<file path="config.mk">
export PLATFORM = sky130hd
export DESIGN_NAME = rv32_mem_access_stage_flat
export DESIGN_NICKNAME = d
export VERILOG_FILES = /design/src/rtl/rv32_types.sv /design/src/rtl/rv32_mem_access_stage_if.sv /design/src/rtl/rv32_mem_lane_align.sv /design/src/rtl/rv32_mem_access_stage.sv /design/src/flat_wrapper.sv
export SDC_FILE = /design/constraint.sdc
export NUM_CORES = 1
export LEC_CHECK = 0
export ABC_AREA = 1
export BUFFER_PORTS_ARGS = -buffer_cell sky130_fd_sc_hd__buf_4
export CAP_MARGIN = 10
export CORE_AREA = 5 5 136 138
export CTS_CLUSTER_DIAMETER = 60
export DETAILED_ROUTE_END_ITERATION = 10
export DIE_AREA = 0 0 141 143
export PLACE_DENSITY = 0.64
export SLEW_MARGIN = 15
export SYNTH_ARGS = -nofsm -noshare
export SYNTH_HDL_FRONTEND = slang
export SYNTH_SLANG_ARGS = --single-unit
</file>
<file path="constraint.sdc">
create_clock -name clk -period 2.9 [get_ports clk]
set_input_delay 0.58 -clock clk [delete_from_list [all_inputs] [get_ports clk]]
set_output_delay 0.58 -clock clk [all_outputs]
set_load 0.01 [all_outputs]
</file>
<file path="src/rtl/rv32_types.sv">
// rtl/rv32_types.sv - shared RV32 pipeline buffer types for the memory stage
package rv32_types;

  localparam logic [31:0] RV_NOP = 32'h0000_0013;

  typedef enum logic [1:0] {MEM_NONE, MEM_LOAD, MEM_STORE} mem_op_t;
  typedef enum logic [1:0] {SIZE_B, SIZE_H, SIZE_W} mem_size_t;
  typedef enum logic [1:0] {FAULT_NONE, FAULT_MISALIGNED, FAULT_BUS, FAULT_TIMEOUT} mem_fault_t;

  typedef struct packed {
    logic [4:0] rd;
    logic       reg_write;
    mem_op_t    mem_op;
    mem_size_t  mem_size;
    logic       mem_unsigned;
  } decoded_instr_t;

  typedef struct packed {
    logic [31:0]    pc;
    logic [31:0]    instr;
    decoded_instr_t decoded_instr;
    logic [31:0]    wb_result;
    logic [31:0]    store_data;
  } exec_buffer_data_t;

  typedef struct packed {
    logic [31:0]    pc;
    logic [31:0]    instr;
    decoded_instr_t decoded_instr;
    logic [31:0]    wb_result;
    mem_fault_t     fault;
  } mem_buffer_data_t;

  function automatic decoded_instr_t create_nop_ctrl();
    decoded_instr_t c;
    c.rd           = 5'd0;
    c.reg_write    = 1'b0;
    c.mem_op       = MEM_NONE;
    c.mem_size     = SIZE_W;
    c.mem_unsigned = 1'b0;
    return c;
  endfunction

  // Bubble and reset value of the MEM/WB buffer
  function automatic mem_buffer_data_t create_nop_mem_data();
    mem_buffer_data_t m;
    m.pc            = 32'd0;
    m.instr         = RV_NOP;
    m.decoded_instr = create_nop_ctrl();
    m.wb_result     = 32'd0;
    m.fault         = FAULT_NONE;
    return m;
  endfunction

endpackage

</file>
<file path="src/rtl/rv32_mem_access_stage_if.sv">
// rtl/rv32_mem_access_stage_if.sv - data-memory request/response bus
interface rv32_mem_access_stage_if #(
  parameter int unsigned ADDR_WIDTH = 32
);
  logic                  dmem_req_valid;
  logic                  dmem_req_ready;
  logic                  dmem_req_we;
  logic [ADDR_WIDTH-1:0] dmem_req_addr;
  logic [31:0]           dmem_req_wdata;
  logic [3:0]            dmem_req_strb;
  logic                  dmem_rsp_valid;
  logic [31:0]           dmem_rsp_rdata;
  logic                  dmem_rsp_err;

  modport master (
    output dmem_req_valid, dmem_req_we, dmem_req_addr, dmem_req_wdata, dmem_req_strb,
    input  dmem_req_ready, dmem_rsp_valid, dmem_rsp_rdata, dmem_rsp_err
  );

  modport slave (
    input  dmem_req_valid, dmem_req_we, dmem_req_addr, dmem_req_wdata, dmem_req_strb,
    output dmem_req_ready, dmem_rsp_valid, dmem_rsp_rdata, dmem_rsp_err
  );
endinterface

</file>
<file path="src/rtl/rv32_mem_lane_align.sv">
// rtl/rv32_mem_lane_align.sv - byte-lane store steering and load extract/extend
module rv32_mem_lane_align
  import rv32_types::*;
(
  input  logic [1:0]  addr_lo_i,
  input  mem_size_t   size_i,
  input  logic        unsigned_i,
  input  logic [31:0] store_data_i,
  input  logic [31:0] rdata_i,
  output logic [31:0] wdata_o,
  output logic [3:0]  strb_o,
  output logic [31:0] load_data_o,
  output logic        misaligned_o
);

  logic [7:0]  byte_sel;
  logic [15:0] half_sel;

  always_comb begin
    case (addr_lo_i)
      2'd0:    byte_sel = rdata_i[7:0];
      2'd1:    byte_sel = rdata_i[15:8];
      2'd2:    byte_sel = rdata_i[23:16];
      default: byte_sel = rdata_i[31:24];
    endcase
    half_sel = addr_lo_i[1] ? rdata_i[31:16] : rdata_i[15:0];

    wdata_o      = store_data_i;
    strb_o       = 4'b1111;
    load_data_o  = rdata_i;
    misaligned_o = 1'b0;
    case (size_i)
      SIZE_B: begin
        wdata_o     = {4{store_data_i[7:0]}};
        strb_o      = 4'b0001 << addr_lo_i;
        load_data_o = {{24{byte_sel[7] & ~unsigned_i}}, byte_sel};
      end
      SIZE_H: begin
        wdata_o      = {2{store_data_i[15:0]}};
        strb_o       = 4'b0011 << addr_lo_i;
        load_data_o  = {{16{half_sel[15] & ~unsigned_i}}, half_sel};
        misaligned_o = addr_lo_i[0];
      end
      default: misaligned_o = (addr_lo_i != 2'b00);
    endcase
  end

endmodule

</file>
<file path="src/rtl/rv32_mem_access_stage.sv">
// rtl/rv32_mem_access_stage.sv - RV32 MEM stage: issues loads/stores and fills the MEM/WB buffer
module rv32_mem_access_stage
  import rv32_types::*;
#(
  parameter int unsigned TIMEOUT_CYCLES = 16,
  parameter int unsigned ADDR_WIDTH     = 32
) (
  input  logic              clk,
  input  logic              reset,
  input  exec_buffer_data_t exec_data_i,
  output mem_buffer_data_t  mem_data_o,
  output logic              stall_o,
  rv32_mem_access_stage_if.master dmem
);

  typedef enum logic {ST_IDLE, ST_WAIT_RSP} state_t;

  localparam int unsigned CNT_W = (TIMEOUT_CYCLES > 1) ? $clog2(TIMEOUT_CYCLES) : 1;
  localparam logic [CNT_W-1:0] CNT_LAST = CNT_W'((TIMEOUT_CYCLES > 0) ? TIMEOUT_CYCLES - 1 : 0);

  state_t                state_q;
  logic [CNT_W-1:0]      tmo_cnt_q;
  mem_buffer_data_t      mem_data_q;
  mem_buffer_data_t      mem_data_d;
  logic [ADDR_WIDTH-1:0] addr;
  logic                  is_mem;
  logic                  misaligned;
  logic                  issue;
  logic                  rsp_hit;
  logic                  tmo_hit;
  logic [31:0]           load_data;
  logic [31:0]           wdata;
  logic [3:0]            strb;

  rv32_mem_lane_align u_lane_align (
    .addr_lo_i    (addr[1:0]),
    .size_i       (exec_data_i.decoded_instr.mem_size),
    .unsigned_i   (exec_data_i.decoded_instr.mem_unsigned),
    .store_data_i (exec_data_i.store_data),
    .rdata_i      (dmem.dmem_rsp_rdata),
    .wdata_o      (wdata),
    .strb_o       (strb),
    .load_data_o  (load_data),
    .misaligned_o (misaligned)
  );

  assign addr    = exec_data_i.wb_result[ADDR_WIDTH-1:0];
  assign is_mem  = exec_data_i.decoded_instr.mem_op != MEM_NONE;
  assign issue   = !reset && state_q == ST_IDLE && is_mem && !misaligned;
  assign rsp_hit = state_q == ST_WAIT_RSP && dmem.dmem_rsp_valid;
  // A response in the final timeout cycle still wins over the timeout
  assign tmo_hit = (TIMEOUT_CYCLES != 0) && state_q == ST_WAIT_RSP && !dmem.dmem_rsp_valid
                   && tmo_cnt_q == CNT_LAST;
  assign stall_o = !reset && (issue || (state_q == ST_WAIT_RSP && !rsp_hit && !tmo_hit));

  assign dmem.dmem_req_valid = issue;
  assign dmem.dmem_req_we    = exec_data_i.decoded_instr.mem_op == MEM_STORE;
  assign dmem.dmem_req_addr  = {addr[ADDR_WIDTH-1:2], 2'b00};
  assign dmem.dmem_req_wdata = wdata;
  assign dmem.dmem_req_strb  = strb;
  assign mem_data_o          = mem_data_q;

  always_comb begin
    mem_data_d.pc            = exec_data_i.pc;
    mem_data_d.instr         = exec_data_i.instr;
    mem_data_d.decoded_instr = exec_data_i.decoded_instr;
    mem_data_d.wb_result     = exec_data_i.wb_result;
    mem_data_d.fault         = FAULT_NONE;
    if (stall_o) begin
      mem_data_d = create_nop_mem_data();
    end else if (state_q == ST_WAIT_RSP) begin
      mem_data_d.wb_result = 32'd0;
      if (!dmem.dmem_rsp_valid) begin
        mem_data_d.fault = FAULT_TIMEOUT;
      end else if (dmem.dmem_rsp_err) begin
        mem_data_d.fault = FAULT_BUS;
      end else if (exec_data_i.decoded_instr.mem_op == MEM_LOAD) begin
        mem_data_d.wb_result = load_data;
      end
    end else if (is_mem && misaligned) begin
      mem_data_d.wb_result = 32'd0;
      mem_data_d.fault     = FAULT_MISALIGNED;
    end
  end

  always_ff @(posedge clk) begin
    if (reset) begin
      state_q    <= ST_IDLE;
      tmo_cnt_q  <= '0;
      mem_data_q <= create_nop_mem_data();
    end else begin
      mem_data_q <= mem_data_d;
      case (state_q)
        ST_IDLE: begin
          if (issue && dmem.dmem_req_ready) begin
            state_q   <= ST_WAIT_RSP;
            tmo_cnt_q <= '0;
          end
        end
        default: begin
          if (rsp_hit || tmo_hit) begin
            state_q <= ST_IDLE;
          end else begin
            tmo_cnt_q <= tmo_cnt_q + CNT_W'(1);
          end
        end
      endcase
    end
  end

endmodule

</file>
<file path="src/flat_wrapper.sv">
// flat-port wrapper written by rule: the top's interface ports become plain ports
module rv32_mem_access_stage_flat import rv32_types::*;
#(
  parameter int unsigned TIMEOUT_CYCLES = 16,
  parameter int unsigned ADDR_WIDTH     = 32
)
  (clk, reset, exec_data_i, mem_data_o, stall_o, dmem_dmem_req_valid, dmem_dmem_req_we, dmem_dmem_req_addr, dmem_dmem_req_wdata, dmem_dmem_req_strb, dmem_dmem_req_ready, dmem_dmem_rsp_valid, dmem_dmem_rsp_rdata, dmem_dmem_rsp_err);
  rv32_mem_access_stage_if #(.ADDR_WIDTH(ADDR_WIDTH)) dmem_i ();
  input  logic clk;
  input  logic reset;
  input  exec_buffer_data_t exec_data_i;
  output mem_buffer_data_t mem_data_o;
  output logic stall_o;
  output wire logic [$bits(dmem_i.dmem_req_valid)-1:0] dmem_dmem_req_valid;
  output wire logic [$bits(dmem_i.dmem_req_we)-1:0] dmem_dmem_req_we;
  output wire logic [$bits(dmem_i.dmem_req_addr)-1:0] dmem_dmem_req_addr;
  output wire logic [$bits(dmem_i.dmem_req_wdata)-1:0] dmem_dmem_req_wdata;
  output wire logic [$bits(dmem_i.dmem_req_strb)-1:0] dmem_dmem_req_strb;
  input wire logic [$bits(dmem_i.dmem_req_ready)-1:0] dmem_dmem_req_ready;
  input wire logic [$bits(dmem_i.dmem_rsp_valid)-1:0] dmem_dmem_rsp_valid;
  input wire logic [$bits(dmem_i.dmem_rsp_rdata)-1:0] dmem_dmem_rsp_rdata;
  input wire logic [$bits(dmem_i.dmem_rsp_err)-1:0] dmem_dmem_rsp_err;
  assign dmem_dmem_req_valid = dmem_i.dmem_req_valid;
  assign dmem_dmem_req_we = dmem_i.dmem_req_we;
  assign dmem_dmem_req_addr = dmem_i.dmem_req_addr;
  assign dmem_dmem_req_wdata = dmem_i.dmem_req_wdata;
  assign dmem_dmem_req_strb = dmem_i.dmem_req_strb;
  assign dmem_i.dmem_req_ready = dmem_dmem_req_ready;
  assign dmem_i.dmem_rsp_valid = dmem_dmem_rsp_valid;
  assign dmem_i.dmem_rsp_rdata = dmem_dmem_rsp_rdata;
  assign dmem_i.dmem_rsp_err = dmem_dmem_rsp_err;
  rv32_mem_access_stage #(.TIMEOUT_CYCLES(TIMEOUT_CYCLES), .ADDR_WIDTH(ADDR_WIDTH)) u_core (.clk(clk), .reset(reset), .exec_data_i(exec_data_i), .mem_data_o(mem_data_o), .stall_o(stall_o), .dmem(dmem_i));
endmodule
</file>
==> summary.md <==
| Metric | Value |
|---|---|
| Mapped Area | about 0.005 mm2 |
| Post-synthesis sequential element count | 114 |
| Highest Clock Rate | 420 MHz |
| CTS tree | done |
| Die Width | ~140 um |
| Kind of critical path | primary input to output pin |
| Ranking of synthesized cells by area | dfxtp_1 (47%), nand2_1 (12%), nor2_1 (8.1%) |
| Main flop type after synthesis | dfxtp_1 |
| GPL Wtd Cong | 0.831 |
| First-pass GRT wire length | ~29000 um |
| Via-to-Cell Ratio | 4.34 |
| Synth async-reset ratio | 0% |
| Hold Fails Final Rpt | 0 |
| Number of enable flip-flop cells after synthesis | 0 |
| Sequential share of the synthesized area | 46.7% |
| Worst Path Buf+Inv | 4 |
| P&R area growth vs syn | 64.6% |
| Delay of the slowest critical-path stage | 0.31 ns |
| Worst vdd ir | 0.358 mV |
| Syn Inst Count | 681 |
| Largest net degree at the start of global routing | 45 |
| RSZ-0062 raised after global routing | no |
| Slowest-stage cell, CP | buf_4 |
| Clk_lat worst skew | 0.41 ns |
| Hold WS | 0.358 ns |
| Synth warn | 0 |
| Total die area | a little over 0.02 mm2 |
| Fin. max-slew vios | 0 |
| Initial antenna violation count | 0 |
| Period Utilization, post-route | 82.2% |
| Slew @ Worst Pin | 0.826 ns |
| CTS clk-pin slew, worst paths | 0.05 ns |
| Initial DRT Pass Iterations | 5 |
| Number of global-route vias before repair | 5267 |
| Die height | between 100 and 150 um |
| Synth Area per Inst | just over 7 um2 |
| Placement row count | 48 |
| Library cells used by synthesis | 27 |
| Most numerous cell in the Yosys netlist | nand2_1 |
| Cts bufs inserted | 17 |
| Final WS setup | around 0.52 ns |
| Final min period | between 2 and 2.5 ns |
| # H-tree levels | 4 |
| N_diodes | 0 |
| Hold/Removal Path Class | primary input to register |
| Max Cap Violations | 0 |
| Most frequent cells after synthesis | nand2_1 (150), dfxtp_1 (114), nor2_1 (106) |
| Cts-stage hold buffer count | 0 |
| I/O Pins | 356 |
| Crit-path most repeated cell | nand2_1 |
| Pwr/cell area | between 500 and 600 mW/mm2 |
| Non-filler cells, final | 1230 |
| Clk buf depth | 2 |
| Leakage | 4.33 nW |
| Critical Path Fanout Max | 32 |
| CP endpoint kind | output pin |
| Top cell type by total area after synthesis | dfxtp_1 |
| Nets | 1170 |
| Worst slack, placed | 0.432 ns |
| Synth top area share | 46.7% |
| CP arrival | between 1.5 and 2 ns |
| Total global routing overflow | 0 |
| Fraction of layout cells with a size suffix above 1 | between 40% and 50% |
| Drt total wl | 19500 um |
| Worst endpoint required time | about 2.3 ns |
| Starting Density | 28.7% |
| Fin Setup TNS | 0 ns |
| Starting DRT DRC Count | 243 |
| Post-detail-place hpwl | 15800 um |
| Fin Clk Skew | approximately 0.016 ns |
| Antenna Violating Nets Remaining | 0 |
| IO buf count | 353 |
| Total number of vias | ~5.3k |
| Clk sinks | 114 |
| Placed cell count | 1199 |
| Final setup violation count | 0 |
| CTS root buffer | clkbuf_16 |
| Gr usage total | 18.6% |
| Layout filler cell count | 1693 |
| CP startpoint kind | primary input |
| Status | finished clean |
| Core ar. | around 0.017 mm2 |
| Routed length per instance | around 16 um |
| Slew margin rel. | 44.9% |
| Crit-path leading delay family | buffers and inverters |
| Layout Utilization | a little under half |
| DR DRC count | 0 |
| Post-CTS Setup Repair Bufs | 0 |
| CTS-repair resized insts | 0 |
| Crit-path cells | buf_4, inv_2, nand2_1, nand2_1, nand2_1, inv_2, a21oi_4, nor2_1, buf_4 |
flip-flops by register name (all words and copies together), names as in the netlist:
register,flops
u_core.state_q,1
u_core.mem_data_o,109
u_core.tmo_cnt_q,4
through the flow:
step,area [um2],total power [mW]
4_1_cts,8050,4.72
2_1_floorplan,4890,2.10
3_3_place_gp,7450,2.58
3_5_place_dp,7450,2.58
6_report,8050,4.66
5_1_grt,8050,4.87
area by class of cell:
class                      instances  area (um2)  area share, %
clock inverter                    13         161           2.00
tap                              225         282           3.50
inverter                         104         390           4.85
sequential                       114        2280           28.3
timing repair buffer             361        2740           34.0
clock buffer                      18         439           5.45
multi-input combinational        395        1760           21.9
worst register-to-register path: stages (launching register included):
cell and delay [ns]:
dfxtp_1 0.42, nand3_1 0.12, nor2_2 0.40, inv_1 0.52, nor2_1 0.21, o211ai_1 0.14
a21oi_1 0.15
placed cells by master (no fill, tap or decap), drive strengths merged:
cell / Yosys / layout
a21boi: 1 / 1
a21oi: 54 / 54
a22oi: 1 / 1
buf: 61 / 361
bufinv: 0 / 3
clkbuf: 8 / 18
clkinv: 0 / 5
clkinvlp: 0 / 4
conb: 1 / 2
dfxtp: 114 / 114
ha: 1 / 1
inv: 104 / 105
nand2: 151 / 151
nand3: 27 / 27
nor2: 118 / 118
o211ai: 11 / 11
o21a: 1 / 1
o21ai: 16 / 16
o22ai: 5 / 5
or2: 7 / 7
logic make-up (layout without fill, tap and decap cells):
family | after synthesis | in the layout | share of synthesized area, %
DFF | 114 | 114 | 46.7
other | 1 | 2 | 0.0767
buffers and inverters | 173 | 496 | 17.5
adders and majority gates | 1 | 1 | 0.256
AOI/OAI and AO/OA | 89 | 89 | 10.2
and+or+nand+nor | 303 | 303 | 25.3
layer usage:
| layer | vias up | share of wire, % | global-route usage (%) |
|---|---|---|---|
| li1 | 2647 | - | - |
| met1 | 2359 | 38 | 20.8 |
| met4 | 0 | 2.9 | 8.06 |
| met5 | - | 0 | 0 |
| met3 | 33 | 8.6 | 5.59 |
| met2 | 305 | 51 | 33.0 |
report_power, final:
group	total [mW]	internal, mW	leakage [nW]	switching [mW]
clock network	2.12	1.37	0.284	0.752
logic	0.846	0.431	3.10	0.415
registers	1.69	1.66	0.941	0.0292
final timing paths:
path                                         endpoint  depth (start not counted)           startpoint  slack, ns
worst min register to register    u_core.tmo_cnt_q[0]                          2  u_core.tmo_cnt_q[0]       0.49
worst min-delay path            u_core.mem_data_o[49]                          2      exec_data_i[79]       0.36
worst max-delay path                          stall_o                          9      exec_data_i[66]       0.52
worst max register to register   u_core.mem_data_o[4]                          6       u_core.state_q       0.88
No activity file was read; power rests on OpenSTA's default activity.
